==> config.mk <==
export PLATFORM = sky130hd
export DESIGN_NAME = paula_floppy_deserializer_flat
export DESIGN_NICKNAME = d
export VERILOG_FILES = /design/src/rtl/paula_floppy_deserializer_if.sv /design/src/rtl/paula_floppy_deserializer.sv /design/src/flat_wrapper.sv
export SDC_FILE = /design/constraint.sdc
export NUM_CORES = 1
export LEC_CHECK = 0
export CAP_MARGIN = 20
export CORE_MARGIN = 1
export CORE_UTILIZATION = 49
export DETAILED_ROUTE_END_ITERATION = 7
export PLACE_DENSITY_LB_ADDON = 0.3
export SLEW_MARGIN = 20
export SYNTH_ARGS = -nofsm -noshare
export SYNTH_HDL_FRONTEND = slang
export SYNTH_SLANG_ARGS = --single-unit
==> constraint.sdc <==
create_clock -name clk -period 2.2 [get_ports clk]
set_input_delay 0.44 -clock clk [delete_from_list [all_inputs] [get_ports clk]]
set_output_delay 0.44 -clock clk [all_outputs]
set_load 0.005 [all_outputs]
==> src/rtl/paula_floppy_deserializer_if.sv <==
// Drive-side bitstream, DSKSYNC/ADKCON controls and FIFO/DSKBYTR outputs of the disk-read deserializer.
// The master is the drive model / register side; the slave is the deserializer.
interface paula_floppy_deserializer_if;
    logic        clk7_en;
    logic        bit_valid;
    logic        bit_in;
    logic        dma_en;
    logic        wordsync_en;
    logic [15:0] dsksync;
    logic        fifo_full;
    logic [15:0] fifo_data;
    logic        fifo_wr;
    logic        sync_det;
    logic        overflow;
    logic [7:0]  byte_data;
    logic        byte_ready;

    modport master (
        output clk7_en, bit_valid, bit_in, dma_en, wordsync_en, dsksync, fifo_full,
        input  fifo_data, fifo_wr, sync_det, overflow, byte_data, byte_ready
    );

    modport slave (
        input  clk7_en, bit_valid, bit_in, dma_en, wordsync_en, dsksync, fifo_full,
        output fifo_data, fifo_wr, sync_det, overflow, byte_data, byte_ready
    );
endinterface

==> src/rtl/paula_floppy_deserializer.sv <==
// MFM bit deserializer: DSKSYNC hunt, 16-bit word assembly into the floppy FIFO, DSKBYTR byte view.
// All outputs registered, one enabled cycle after the completing bit; full FIFO drops the word and sets overflow.
module paula_floppy_deserializer (
    input  logic clk,
    input  logic reset_n,
    paula_floppy_deserializer_if.slave bus
);
    typedef enum logic [1:0] {
        IDLE     = 2'd0,
        HUNT     = 2'd1,
        ASSEMBLE = 2'd2
    } state_t;

    state_t      r_state;
    logic [15:0] r_sr;
    logic [3:0]  r_bcnt;
    logic [15:0] r_fifo_data;
    logic        r_fifo_wr;
    logic        r_sync_det;
    logic        r_overflow;
    logic [7:0]  r_byte_data;
    logic        r_byte_ready;

    logic [15:0] w_nsr;
    logic        w_match;
    logic        w_realign;
    logic        w_byte_done;
    logic        w_word_done;

    always_comb begin
        w_nsr       = {r_sr[14:0], bus.bit_in};
        w_match     = bus.bit_valid && (w_nsr == bus.dsksync);
        // Only a sync seen with WORDSYNC set moves the word/byte boundary.
        w_realign   = w_match && bus.wordsync_en;
        w_byte_done = bus.bit_valid && ((r_bcnt[2:0] == 3'd7) || w_realign);
        w_word_done = bus.bit_valid && ((r_bcnt == 4'd15) || w_realign);
    end

    always_ff @(posedge clk or negedge reset_n) begin
        if (!reset_n) begin
            r_state      <= IDLE;
            r_sr         <= 16'h0000;
            r_bcnt       <= 4'd0;
            r_fifo_data  <= 16'h0000;
            r_fifo_wr    <= 1'b0;
            r_sync_det   <= 1'b0;
            r_overflow   <= 1'b0;
            r_byte_data  <= 8'h00;
            r_byte_ready <= 1'b0;
        end else if (bus.clk7_en) begin
            r_fifo_wr    <= 1'b0;
            r_sync_det   <= w_match;
            r_byte_ready <= w_byte_done;

            if (bus.bit_valid) begin
                r_sr   <= w_nsr;
                r_bcnt <= w_realign ? 4'd0 : r_bcnt + 4'd1;
            end

            if (w_byte_done) begin
                r_byte_data <= w_nsr[7:0];
            end

            if (!bus.dma_en) begin
                r_state    <= IDLE;
                r_overflow <= 1'b0;
            end else begin
                case (r_state)
                    IDLE: begin
                        if (bus.wordsync_en) begin
                            r_state <= HUNT;
                        end else begin
                            // Free-running mode: the next bit is bit 15 of the first word.
                            r_state <= ASSEMBLE;
                            r_bcnt  <= 4'd0;
                        end
                    end
                    HUNT: begin
                        if (w_match) begin
                            r_state <= ASSEMBLE;
                        end
                    end
                    ASSEMBLE: begin
                        if (w_word_done) begin
                            r_fifo_data <= w_nsr;
                            if (bus.fifo_full) begin
                                r_overflow <= 1'b1;
                            end else begin
                                r_fifo_wr <= 1'b1;
                            end
                        end
                    end
                    default: r_state <= IDLE;
                endcase
            end
        end
    end

    assign bus.fifo_data  = r_fifo_data;
    assign bus.fifo_wr    = r_fifo_wr;
    assign bus.sync_det   = r_sync_det;
    assign bus.overflow   = r_overflow;
    assign bus.byte_data  = r_byte_data;
    assign bus.byte_ready = r_byte_ready;
endmodule

==> src/flat_wrapper.sv <==
// flat-port wrapper written by rule: the top's interface ports become plain ports
module paula_floppy_deserializer_flat 
  (clk, reset_n, bus_clk7_en, bus_bit_valid, bus_bit_in, bus_dma_en, bus_wordsync_en, bus_dsksync, bus_fifo_full, bus_fifo_data, bus_fifo_wr, bus_sync_det, bus_overflow, bus_byte_data, bus_byte_ready);
  paula_floppy_deserializer_if bus_i ();
  input  logic clk;
  input  logic reset_n;
  input wire logic [$bits(bus_i.clk7_en)-1:0] bus_clk7_en;
  input wire logic [$bits(bus_i.bit_valid)-1:0] bus_bit_valid;
  input wire logic [$bits(bus_i.bit_in)-1:0] bus_bit_in;
  input wire logic [$bits(bus_i.dma_en)-1:0] bus_dma_en;
  input wire logic [$bits(bus_i.wordsync_en)-1:0] bus_wordsync_en;
  input wire logic [$bits(bus_i.dsksync)-1:0] bus_dsksync;
  input wire logic [$bits(bus_i.fifo_full)-1:0] bus_fifo_full;
  output wire logic [$bits(bus_i.fifo_data)-1:0] bus_fifo_data;
  output wire logic [$bits(bus_i.fifo_wr)-1:0] bus_fifo_wr;
  output wire logic [$bits(bus_i.sync_det)-1:0] bus_sync_det;
  output wire logic [$bits(bus_i.overflow)-1:0] bus_overflow;
  output wire logic [$bits(bus_i.byte_data)-1:0] bus_byte_data;
  output wire logic [$bits(bus_i.byte_ready)-1:0] bus_byte_ready;
  assign bus_i.clk7_en = bus_clk7_en;
  assign bus_i.bit_valid = bus_bit_valid;
  assign bus_i.bit_in = bus_bit_in;
  assign bus_i.dma_en = bus_dma_en;
  assign bus_i.wordsync_en = bus_wordsync_en;
  assign bus_i.dsksync = bus_dsksync;
  assign bus_i.fifo_full = bus_fifo_full;
  assign bus_fifo_data = bus_i.fifo_data;
  assign bus_fifo_wr = bus_i.fifo_wr;
  assign bus_sync_det = bus_i.sync_det;
  assign bus_overflow = bus_i.overflow;
  assign bus_byte_data = bus_i.byte_data;
  assign bus_byte_ready = bus_i.byte_ready;
  paula_floppy_deserializer u_core (.clk(clk), .reset_n(reset_n), .bus(bus_i));
endmodule
==> metrics.txt <==
Filler Cell Count=about 260; drt total wl=4.92 mm; ys async rst share=100%; Clk pin slew, worst setup/hold paths=around 0.090 ns; first-pass GRT wire length=7.31 mm; Leakage=1.54 nW; result of the run=finished with violations; Setup crit end kind=flip-flop; cts bufs inserted=5; Reg-to-Reg Start=u_core.r_sr[9]; critical path's top delay family=buffers and inverters; syn_area_per_cell=about 14 um2; total number of vias=~1500; Slew headroom=59.6%; final core utilization=75.6%; H-tree levels=2; Syn-to-layout area delta=43.4%; DRC viols=0; Clock Root Buffer=clkbuf_8; Antenna Nets Post-Route=0; worst-case reg-to-reg path depth=9; Post-synth EDFFs=0; Worst Path Buf+Inv=3; Synth Register Bits=49; Final Instance Area=3130 um2; Ys Warns=0; skew final=0.0109 ns; syn_nets=183; sw power=0.762 mW; Crit path required time=2.40 ns; Seq pwr share=51.4%; startpoint types=primary input; max cap viols=0; CP max FO=4; HP Class=in -> async; flop2flop setup slack=0.03 ns; PnR worst setup slack=-0.0407 ns; critical path, cell by cell=clkdlybuf4s50_1, xnor2_1, nand4_1, nor4_4, buf_4, and3_4, o21ai_4, clkbuf_16, mux2_4; Die Width=68.8 um; clk_lat worst skew=0.30 ns; # hold bufs at CTS=0; Avg Vias per Cell=5.41; GRT overflow=0; final cell count without fillers=283; Final Hold Fails=0; synth cell count leaders=dfrtp_1, mux2_2, xnor2_1; initial antenna violation count=0; sequential area share after synthesis=56.1%; core area=between 4000 and 5000 um2; setup violators final=16; dominant cells by area after synthesis=dfrtp_1, mux2_2, mux2_4, xnor2_1, o2bb2ai_1; Slew Limit Fails=0; post-synthesis instance total=157; VDD IR max=670 uV; slowest CP cell=clkdlybuf4s50_1; switch share=29.7%; Tot Pwr=2.57 mW; fin nets=between 200 and 300; most common cell in the netlist=dfrtp_1; Peak Freq=446 MHz; pin count of the biggest net entering global routing=50; post-route clock period utilization=102%; clock share of power=19.7%; cell taking the most area after synthesis=dfrtp_1; measured slew at the worst slew-check pin=0.606 ns; Mapped Area=2190 um2; drt pass-1 iters=4; Worst R2R End=u_core.bus.fifo_data[7]; failing checks=negative setup slack; I/O pin total=52; DP HPWL=roughly 3.1 mm; Pwr per Cell Area=819 nW/um2; Total GRT Usage=21.8%; effective utilization at floorplan=52.7%; antenna diode count=0; Unique masters post-synth=34; Gate power share=29.0%; number of port buffers=51; vias in the first global route=1531; Final Wtd Congestion=0.814; WL per Instance=17.4 um; Max clock buf depth=2; dpl cell area=about 2800 um2; Critical Path AT=approximately 2.4 ns; initial drt markers=roughly 110; hold_ws=0.228 ns; min Tclk post-route=2.24 ns; num rows=23; Num Clock Sinks=49; share of cells above drive strength 1=33.5%; CTS tree=yes; area of the die=4730 um2; die height=68.8 um; Yosys top cell area share=around 56%; Int Pwr=1.80 mW; slowest stage delay, CP=0.43 ns; Inst Count DP=about 270; ys flop type=dfrtp_1; WS Path Type=in -> reg
state kept, by name, indices dropped and copies added, names as in the netlist:
| name | cells |
|---|---|
| u_core.bus.byte_data | 8 |
| u_core.bus.byte_ready | 1 |
| u_core.r_bcnt | 4 |
| u_core.r_state | 2 |
| u_core.bus.fifo_data | 16 |
| u_core.r_sr | 15 |
| u_core.bus.sync_det | 1 |
| u_core.bus.overflow | 1 |
| u_core.bus.fifo_wr | 1 |
placed cells by master (no fill, tap or decap), types with 2 or more instances in the layout:
cell	Yosys	layout
dfrtp_1	49	49
nand2_1	6	6
xor2_2	0	2
clkbuf_16	0	2
nand4_1	3	3
a22o_1	2	2
clkbuf_8	0	5
dlymetal6s2s_1	0	13
nor2b_1	2	2
mux2_4	8	8
o2bb2ai_1	3	3
buf_12	0	3
o21ai_0	5	5
ha_1	2	2
buf_4	0	15
clkbuf_1	1	3
inv_1	6	6
xnor2_1	11	10
clkdlybuf4s50_1	0	37
a31oi_1	3	2
nor2_1	2	2
mux2_2	32	32
logic make-up (layout without fill, tap and decap cells):
logic type      after synthesis  after routing  share of synthesized area [%]
compound gates               19             19                           6.41
xor+xnor                     13             13                           5.21
fa+ha+maj                     2              2                           1.14
buf+inv                       9             85                           2.06
flops                        49             49                           56.1
mux                          40             40                           22.0
simple gates                 25             25                           7.10
stage by stage:
stage / worst slack (ns) / setup TNS, ns
floorplan: 0.290 / 0
global placement: -0.407 / -8.54
detailed placement: -0.449 / -9.98
CTS: 0.0381 / 0
global route: -0.0794 / -1.00
finish: -0.0407 / -0.348
metal layers:
layer | wire length [um] | vias up | part of all wire, % | global-route usage (%)
li1 | - | 714 | - | -
met1 | 2130 | 745 | 43 | 27.6
met2 | 2360 | 62 | 48 | 35.7
met3 | 318 | 11 | 6.5 | 4.28
met4 | 109 | 0 | 2.2 | 10.7
met5 | 0 | - | 0 | 0
repair_timing:
item / 4_1_cts / 5_1_grt
setup buffers: 2 / 4
pin swaps: 2 / 15
setup endpoints to repair: 19 / 8
gates cloned: 0 / 2
resized for setup: 1 / 21
worst max-delay path by stage:
stage | to | start | depth (start not counted) | slack [ns]
floorplan | u_core.bus.fifo_data[10] | bus_dsksync[11] | 7 | 0.29
global placement | u_core.bus.fifo_data[5] | bus_dsksync[11] | 8 | -0.41
detailed placement | u_core.bus.fifo_data[4] | bus_dsksync[5] | 8 | -0.45
CTS | u_core.bus.byte_data[6] | bus_dsksync[15] | 8 | 0.04
global route | u_core.bus.fifo_data[10] | bus_dsksync[1] | 9 | -0.08
finish | u_core.bus.fifo_data[10] | bus_dsksync[1] | 9 | -0.04
cell type report:
class                      instances  area, um2  share of cell area (%)
sequential                        49       1230                    39.1
inverter                           6       22.5                   0.719
clock buffer                       8       80.1                    2.55
tap                               50       62.6                    2.00
multi-input combinational         99        982                    31.3
timing repair buffer              71        761                    24.3
power by group through the flow:
stage | Sequential, mW | Combinational [mW] | Clock (mW)
finish | 1.32 | 0.744 | 0.504
global route | 1.35 | 0.803 | 0.561
CTS | 1.30 | 0.718 | 0.519
detailed placement | 1.32 | 0.703 | 0
global placement | 1.31 | 0.680 | 0
floorplan | 1.29 | 0.362 | 0
No activity file was read; power rests on OpenSTA's default activity.
